**src/rtl/uart_rx_fifo_if.sv**
```systemverilog
// Handshake bundle between a UART receiver/consumer and the receive FIFO.
// The master side drives received bytes and read requests; the slave side is the FIFO.
interface uart_rx_fifo_if #(
    parameter int DEPTH = 16
);
    localparam int CW = $clog2(DEPTH) + 1;

    logic [7:0]    rx_data;
    logic          rx_done;
    logic          rd_en;
    logic          ovf_clr;
    logic [7:0]    rd_data;
    logic          rd_valid;
    logic          empty;
    logic          full;
    logic [CW-1:0] count;
    logic          overflow;

    modport master (
        output rx_data, rx_done, rd_en, ovf_clr,
        input  rd_data, rd_valid, empty, full, count, overflow
    );

    modport slave (
        input  rx_data, rx_done, rd_en, ovf_clr,
        output rd_data, rd_valid, empty, full, count, overflow
    );
endinterface

```
**src/rtl/uart_rx_fifo.sv**
```systemverilog
// Byte FIFO behind a UART receiver: edge-detects rx_done into single writes,
// serves registered reads, and records dropped bytes in a sticky overflow flag.
module uart_rx_fifo #(
    parameter int DEPTH = 16
) (
    input  logic           clk,
    input  logic           rst,
    uart_rx_fifo_if.slave  bus
);
    localparam int AW = $clog2(DEPTH);
    localparam int CW = AW + 1;
    localparam logic [CW-1:0] FULL_CNT = CW'(DEPTH);

    logic [7:0]    mem [DEPTH];
    logic [AW-1:0] wr_ptr, rd_ptr;
    logic [CW-1:0] count;
    logic          rx_done_q;
    logic          rd_valid;
    logic [7:0]    rd_data;
    logic          overflow;

    logic empty, full, wr_req, rd_acc, wr_acc, drop;

    assign empty  = (count == '0);
    assign full   = (count == FULL_CNT);
    assign wr_req = bus.rx_done & ~rx_done_q;
    assign rd_acc = bus.rd_en & ~empty;
    // A read in the same cycle frees the slot the write lands in, so a full FIFO still accepts.
    assign wr_acc = wr_req & (~full | rd_acc);
    assign drop   = wr_req & full & ~rd_acc;

    always_ff @(posedge clk) begin
        if (wr_acc) mem[wr_ptr] <= bus.rx_data;
    end

    always_ff @(posedge clk) begin
        if (rst) begin
            rx_done_q <= 1'b1;
            wr_ptr    <= '0;
            rd_ptr    <= '0;
            count     <= '0;
            rd_valid  <= 1'b0;
            rd_data   <= 8'h00;
            overflow  <= 1'b0;
        end else begin
            rx_done_q <= bus.rx_done;
            rd_valid  <= rd_acc;
            if (wr_acc) wr_ptr <= wr_ptr + 1'b1;
            if (rd_acc) begin
                rd_ptr  <= rd_ptr + 1'b1;
                rd_data <= mem[rd_ptr];
            end
            case ({wr_acc, rd_acc})
                2'b10:   count <= count + 1'b1;
                2'b01:   count <= count - 1'b1;
                default: count <= count;
            endcase
            // A new drop wins over a clear in the same cycle.
            if (drop)             overflow <= 1'b1;
            else if (bus.ovf_clr) overflow <= 1'b0;
        end
    end

    assign bus.rd_data  = rd_data;
    assign bus.rd_valid = rd_valid;
    assign bus.empty    = empty;
    assign bus.full     = full;
    assign bus.count    = count;
    assign bus.overflow = overflow;
endmodule

```
**src/flat_wrapper.sv**
```systemverilog
// flat-port wrapper written by rule: the top's interface ports become plain ports
module uart_rx_fifo_flat 
#(
    parameter int DEPTH = 16
)
  (clk, rst, bus_rx_data, bus_rx_done, bus_rd_en, bus_ovf_clr, bus_rd_data, bus_rd_valid, bus_empty, bus_full, bus_count, bus_overflow);
  uart_rx_fifo_if #(.DEPTH(DEPTH)) bus_i ();
  input  logic clk;
  input  logic rst;
  input wire logic [$bits(bus_i.rx_data)-1:0] bus_rx_data;
  input wire logic [$bits(bus_i.rx_done)-1:0] bus_rx_done;
  input wire logic [$bits(bus_i.rd_en)-1:0] bus_rd_en;
  input wire logic [$bits(bus_i.ovf_clr)-1:0] bus_ovf_clr;
  output wire logic [$bits(bus_i.rd_data)-1:0] bus_rd_data;
  output wire logic [$bits(bus_i.rd_valid)-1:0] bus_rd_valid;
  output wire logic [$bits(bus_i.empty)-1:0] bus_empty;
  output wire logic [$bits(bus_i.full)-1:0] bus_full;
  output wire logic [$bits(bus_i.count)-1:0] bus_count;
  output wire logic [$bits(bus_i.overflow)-1:0] bus_overflow;
  assign bus_i.rx_data = bus_rx_data;
  assign bus_i.rx_done = bus_rx_done;
  assign bus_i.rd_en = bus_rd_en;
  assign bus_i.ovf_clr = bus_ovf_clr;
  assign bus_rd_data = bus_i.rd_data;
  assign bus_rd_valid = bus_i.rd_valid;
  assign bus_empty = bus_i.empty;
  assign bus_full = bus_i.full;
  assign bus_count = bus_i.count;
  assign bus_overflow = bus_i.overflow;
  uart_rx_fifo #(.DEPTH(DEPTH)) u_core (.clk(clk), .rst(rst), .bus(bus_i));
endmodule
```
**config.mk**
```make
export PLATFORM = sky130hd
export DESIGN_NAME = uart_rx_fifo_flat
export DESIGN_NICKNAME = d
export VERILOG_FILES = /design/src/rtl/uart_rx_fifo_if.sv /design/src/rtl/uart_rx_fifo.sv /design/src/flat_wrapper.sv
export SDC_FILE = /design/constraint.sdc
export NUM_CORES = 1
export LEC_CHECK = 0
export CAP_MARGIN = 20
export CELL_PAD_IN_SITES_DETAIL_PLACEMENT = 0
export CELL_PAD_IN_SITES_GLOBAL_PLACEMENT = 1
export CORE_ASPECT_RATIO = 0.5
export CORE_MARGIN = 1
export CORE_UTILIZATION = 50
export CTS_CLUSTER_SIZE = 28
export DETAILED_ROUTE_END_ITERATION = 7
export GPL_ROUTABILITY_DRIVEN = 0
export GPL_TIMING_DRIVEN = 0
export PLACE_DENSITY = 0.85
export RECOVER_POWER = 25
export SKIP_CTS_REPAIR_TIMING = 1
export SYNTH_ARGS = -nofsm -noshare
export SYNTH_HDL_FRONTEND = slang
export SYNTH_SLANG_ARGS = --single-unit
```
**constraint.sdc**
```tcl
create_clock -name clk -period 5.75 [get_ports clk]
set_input_delay 1.15 -clock clk [delete_from_list [all_inputs] [get_ports clk]]
set_output_delay 1.15 -clock clk [all_outputs]
set_load 0.01 [all_outputs]
```
Yosys cells after proc, flatten, opt, wreduce, memory -nomap -nowiden
Memories as Yosys holds them, arrays and structs flattened. A register that Yosys moved wholly into a read port is not among the register bits. Index checks and enable logic that the tools add are counted.

Register bits: 16. Memory bits (writable): 128. Input port bits: 13. Output and inout port bits: 17. Memories: 1.

Memory list: u_core.mem (words 16, bits a word 8, rd ports 1, clocked after Yosys merged registers in 1, write ports 1, line uart_rx_fifo.sv:14) `logic [7:0] mem [DEPTH];`.

Add/sub/neg operators: 4. Equal/unequal tests: 3. Multiplexer cells: 5. Bitwise operators: 10. Reduce and logical (&&, ||, !) cells: 3.

Operators by type and width (number): 5-bit one-hot mux with 2 select lines (1); 4-bit by 1-bit adder with 4-bit output, second input constant (2); 5-bit by 1-bit adder with 5-bit output, second input constant (1); 1-bit bitwise AND (5); 5-bit equality test, second input constant (1); 5-bit logical NOT (1); 5-bit by 1-bit subtractor with 5-bit output, second input constant (1); 1-bit 2-to-1 mux (4); 1-bit NOT (4); 2-bit nonzero test (2); 2-bit by 1-bit equality test with 1-bit output, second input constant (1); 2-bit equality test, second input constant (1); 1-bit OR (1).

Depth between registers and ports, before layout
Depth after elaboration: 7. Depth in mapped cells: 14.

Least setup slack after synthesis
Ideal clock, no wire load.

Kind: input to register. From: input bus_rx_done. To: register u_core.count[4], in the netlist u_core.bus.count[4]. Data arrival time: 3.257 ns. Required time: 5.629 ns. Setup slack: 2.372 ns. Stages on the path: 12. Path buffers: 1. Path through: nand2b_1 a31oi_2 inv_1 ha_1 clkbuf_1 xor2_1 ha_1 a21oi_1 nand2b_1 a21o_1 a21oi_1 mux2_2.

Cells in the longest elaborated chain, start to end: 4. Elaborated cells between the ends (all ways): 6.

Ends and longest elaborated chain: from (decl) (line flat_wrapper.sv:11) `input wire logic [$bits(bus_i.rx_done)-1:0] bus_rx_done;`; 1-bit bitwise AND * (line uart_rx_fifo.sv:26) `assign wr_req = bus.rx_done & ~rx_done_q;`; 1-bit bitwise AND * (line uart_rx_fifo.sv:29) `assign wr_acc = wr_req & (~full | rd_acc);`; 2-bit by 1-bit equality test with 1-bit output / 2-bit equality test (equally long branches) (line uart_rx_fifo.sv:53) `case ({wr_acc, rd_acc})`; 5-bit one-hot mux with 2 select lines / 2-bit nonzero test (equally long branches); to (signal assigned) (line uart_rx_fifo.sv:54) `2'b10: count <= count + 1'b1;`; to (signal assigned) (line uart_rx_fifo.sv:55) `2'b01: count <= count - 1'b1;`; to (signal assigned) (line uart_rx_fifo.sv:56) `default: count <= count;`; to (decl) (line uart_rx_fifo.sv:16) `logic [CW-1:0] count;`.

Every way passes the cells marked *; elsewhere a longest branch is shown, timed or not. A chain may end at the register's enable or synchronous reset.

Worst setup path after layout
From: input bus_rd_en. To: register u_core.count[4], in the netlist u_core.bus.count[4].

Cells in the longest elaborated chain, start to end: 5. Elaborated cells between the ends (all ways): 7.

Ends and longest elaborated chain: from (decl) (line flat_wrapper.sv:12) `input wire logic [$bits(bus_i.rd_en)-1:0] bus_rd_en;`; 1-bit bitwise AND * (line uart_rx_fifo.sv:27) `assign rd_acc = bus.rd_en & ~empty;`; named net u_core.rd_acc (line uart_rx_fifo.sv:22) `logic empty, full, wr_req, rd_acc, wr_acc, drop;`; 1-bit OR (line uart_rx_fifo.sv:29); 1-bit bitwise AND (line uart_rx_fifo.sv:29); 2-bit by 1-bit equality test with 1-bit output / 2-bit equality test (equally long branches) (line uart_rx_fifo.sv:53); 5-bit one-hot mux with 2 select lines / 2-bit nonzero test (equally long branches).

Mark *: on every way through the listed nets, which the timed path passes. The rest lies on a longest branch.

==> parameters.txt <==
Parameter                              Value

Clocking
  Clock transition at the register clock pins on the worst setup and hold paths after CTS ... 60 ps
  Number of buffers inserted during clock tree synthesis ... 17
  Maximum level of the CTS H-tree ... 4
  TritonCTS clock tree ... built
  Later-pin clock latency in the skew report ... 430 ps
  Clk sink count ... 152
  Root cell of the clock tree ... sky130_fd_sc_hd__clkbuf_16
  Maximum clock insertion buffer count ... 2

Job
  Max Cap Viol ... 0

Logic synthesis
  Unique masters post-synth ... 43
  Area fraction of the dominant cell type after synthesis ... 62.4%
  Synth Net Count ... 430
  Post-synthesis async set-or-reset flop share ... 0%
  Synth top cells by count ... 128 x sky130_fd_sc_hd__edfxtp_1, 65 x sky130_fd_sc_hd__mux2i_1, 36 x sky130_fd_sc_hd__nor2_1
  Most common cell in the netlist ... sky130_fd_sc_hd__edfxtp_1
  Count of warnings emitted by yosys ... 0
  Most used flip-flop cell after synthesis ... sky130_fd_sc_hd__edfxtp_1
  Number of standard cells after synthesis ... 408
  Portion of the post-synthesis area used by sequential elements ... 70.2%
  Number of flops mapped to enable cells by yosys ... 128
  Number of flip-flops and latches in the synthesized netlist ... 152
  Post-synth design cell area ... 0.00616 mm2
  Top area cells in the synthesized netlist ... sky130_fd_sc_hd__edfxtp_1 62%, sky130_fd_sc_hd__mux2i_1 11%, sky130_fd_sc_hd__dfxtp_1 7.8%
  Average cell area after synthesis ... 15.1 um2
  Cell taking the most area after synthesis ... sky130_fd_sc_hd__edfxtp_1

Critical path
  Data required time of the worst path ... 6060 ps
  Endpoint arrival time on the critical path ... 4340 ps
  Kind of cell adding the most delay to the critical path ... buffers and inverters
  Category of the worst setup path capture point ... flop
  Critical path startpoint category ... input port
  Worst path buffer plus inverter count ... 4
  Critical path fanouts, max ... 11
  Critical Path Slowest Stage Cell ... sky130_fd_sc_hd__dlygate4sd3_1
  List of cells traversed by the critical path ... dlygate4sd3_1, o21ai_0, inv_2, clkbuf_1, ha_1, clkbuf_1, xor2_1, ha_1, a21oi_1, nand2b_1, a21o_1, a21oi_1, mux2_2
  Critical path class ... input port to flop
  Maximum single-stage delay on the critical path ... 580 ps

Floorplan
  Row count ... 28
  Initial Util ... 51.7%
  Die Width ... 159 um
  Core region area ... 0.0119 mm2
  Ports ... 30
  DIE HEIGHT ... 80.5 um
  DIE AREA ... 0.0128 mm2

Detailed routing
  Via count ... 3,614
  Met2 wirelength from detailed routing ... 5980 um
  Top sig layer ... met4
  Sum of met3 wire segment lengths after detailed routing ... 1190 um
  Count of routing violations after the opening detailed-route iteration ... 436
  Routed length per placed instance ... 20.1 um
  DRT Wirelength ... 12,800 um
  Number of nets with antenna violations after detailed routing ... 0
  Routed via count divided by cell count ... 5.67
  Met1 layer wirelength in the final routing ... 5570 um
  Post-route DRC violation count ... 0
  First-pass iteration count of the detailed router ... 5

Global routing
  Largest net degree at the start of global routing ... 17
  Overall overflow remaining after global route ... 0
  Initial antenna violation count ... 0
  Number of global-route vias before repair ... 3,435
  First-pass GRT wire length ... 19,700 um
  Global-route usage over all layers ... 21.7%

Final layout
  Area growth, synth to finish ... 17.8%
  Antenna diode count ... 0
  Share of final-layout standard cells stronger than drive strength 1 ... 12.5%
  Post-layout net count ... 481

Hold path
  Worst hold path class ... flop to flop

Place
  Dpl hpwl ... 8410 um
  Number of input and output port buffers inserted ... 28

STA
  Setup TNS ... 0 ps
  Count of final setup violators ... 0
  Setup repair after global routing missed its margin ... no
  Post-route clock period utilization ... 70.2%
  Final-report max-slew violation count ... 0
  Slew at the pin with the worst max-slew slack ... 871 ps
  Minimum clock period after layout ... 4030 ps
  Clock Skews ... 11.4 ps
  Hold violation total from the final report ... 0
  Max-slew headroom at the worst pin ... 41.7%
  Maximum frequency from static timing analysis ... 0.248 GHz

Power
  Max rail drop VDD ... 263 uV
  Total power after layout ... 2.86 mW
  Total leakage power ... 2.33 nW
  Power per standard cell area ... 394 mW/mm2

Outcome
  Run status ... complete, no violations
## power breakdown
part           internal [mW]  total, mW  switching, mW
Sequential              1.24       1.28         0.0344
Combinational          0.222      0.468          0.246
Clock                  0.652       1.11          0.461
Total                   2.12       2.86          0.742
## cell families after synthesis
logic type	share of synthesized area, %
DFF	70.2
and+or+nand+nor	6.74
adders and majority gates	1.83
xor gates and xnor gates	1.40
buffers and inverters	2.90
AOI/OAI and AO/OA	6.19
muxes	10.7
## stage by stage
stage / instances / cell area, um2 / hold WS (ps) / worst slack [ps] / util [%]
after CTS: 635 / 7250 / 510 / 1890 / 60.9
after floorplan: 408 / 6160 / 520 / 2370 / -
after detailed placement: 603 / 6660 / 502 / 1460 / 55.9
after global routing: 637 / 7260 / 522 / 1450 / 60.9
final: 637 / 7260 / 507 / 1720 / 60.9
after global placement: 601 / 6650 / 504 / 1470 / 55.8
## area by class of cell
type / count / area, um2
buffer: 25 / 145
clock buffer: 18 / 429
clock inverter: 14 / 161
fill: 874 / 4650
inverter: 7 / 26.3
multi-input combinational: 224 / 1650
sequential: 152 / 4320
tap: 165 / 206
timing repair buffer: 32 / 310
## layer usage
metal | vias up | GRT usage (%)
met5 | - | 0
met4 | 0 | 6.35
met3 | 8 | 7.80
met2 | 165 | 35.2
met1 | 1769 | 27.5
li1 | 1672 | -
## path summary, 6_finish.rpt
kind         slack, ps  cells past startpoint                               start                                 end
min                510                      2  u_core.bus.rd_data[5]$_SDFFE_PP0P_  u_core.bus.rd_data[5]$_SDFFE_PP0P_
max reg2reg       2070                     14    u_core.bus.count[2]$_SDFFE_PP0P_    u_core.bus.count[4]$_SDFFE_PP0P_
min reg2reg        510                      2  u_core.bus.rd_data[5]$_SDFFE_PP0P_  u_core.bus.rd_data[5]$_SDFFE_PP0P_
max               1720                     13                           bus_rd_en    u_core.bus.count[4]$_SDFFE_PP0P_
## cell usage in the layout, fill, tap and decap left out, types with 3 or more instances in the layout
cell type                         count
sky130_fd_sc_hd__xor2_1               6
sky130_fd_sc_hd__nor4_1              10
sky130_fd_sc_hd__inv_6                5
sky130_fd_sc_hd__inv_1                6
sky130_fd_sc_hd__nand2b_1             6
sky130_fd_sc_hd__mux2i_1             65
sky130_fd_sc_hd__edfxtp_1           128
sky130_fd_sc_hd__nand2_1             11
sky130_fd_sc_hd__a211oi_1             7
sky130_fd_sc_hd__clkbuf_16           17
sky130_fd_sc_hd__o21ai_0              3
sky130_fd_sc_hd__dlygate4sd3_1        8
sky130_fd_sc_hd__inv_8                3
sky130_fd_sc_hd__clkinv_2             3
sky130_fd_sc_hd__clkbuf_1            11
sky130_fd_sc_hd__o22ai_1             34
sky130_fd_sc_hd__ha_1                 9
sky130_fd_sc_hd__nand3b_1             3
sky130_fd_sc_hd__buf_2                7
sky130_fd_sc_hd__buf_4                7
sky130_fd_sc_hd__a21oi_1              6
sky130_fd_sc_hd__clkdlybuf4s50_1     20
sky130_fd_sc_hd__nor3_1               4
sky130_fd_sc_hd__dfxtp_1             24
sky130_fd_sc_hd__nor2_1              36
## worst reg2reg max path: cells and delay by family (launching register included)
| kind | cells | cell delay (ps) |
|---|---|---|
| AND/OR/NAND/NOR | 2 | 580 |
| adder cells (fa/ha/maj) | 2 | 500 |
| flip-flops | 1 | 310 |
| XOR/XNOR | 1 | 190 |
| AO/OA/AOI/OAI | 4 | 900 |
| multiplexers | 1 | 350 |
| buffers and inverters | 4 | 740 |
## flip-flops by register name, indices dropped and copies added, names as in the netlist
| name | cells |
|---|---|
| u_core.mem | 128 |
| u_core.bus.count | 5 |
| u_core.bus.rd_data | 8 |
| u_core.bus.rd_valid | 1 |
| u_core.bus.overflow | 1 |
| u_core.wr_ptr | 4 |
| u_core.rd_ptr | 4 |
| u_core.rx_done_q | 1 |
Note: power is estimated with default switching activity, not from simulation.
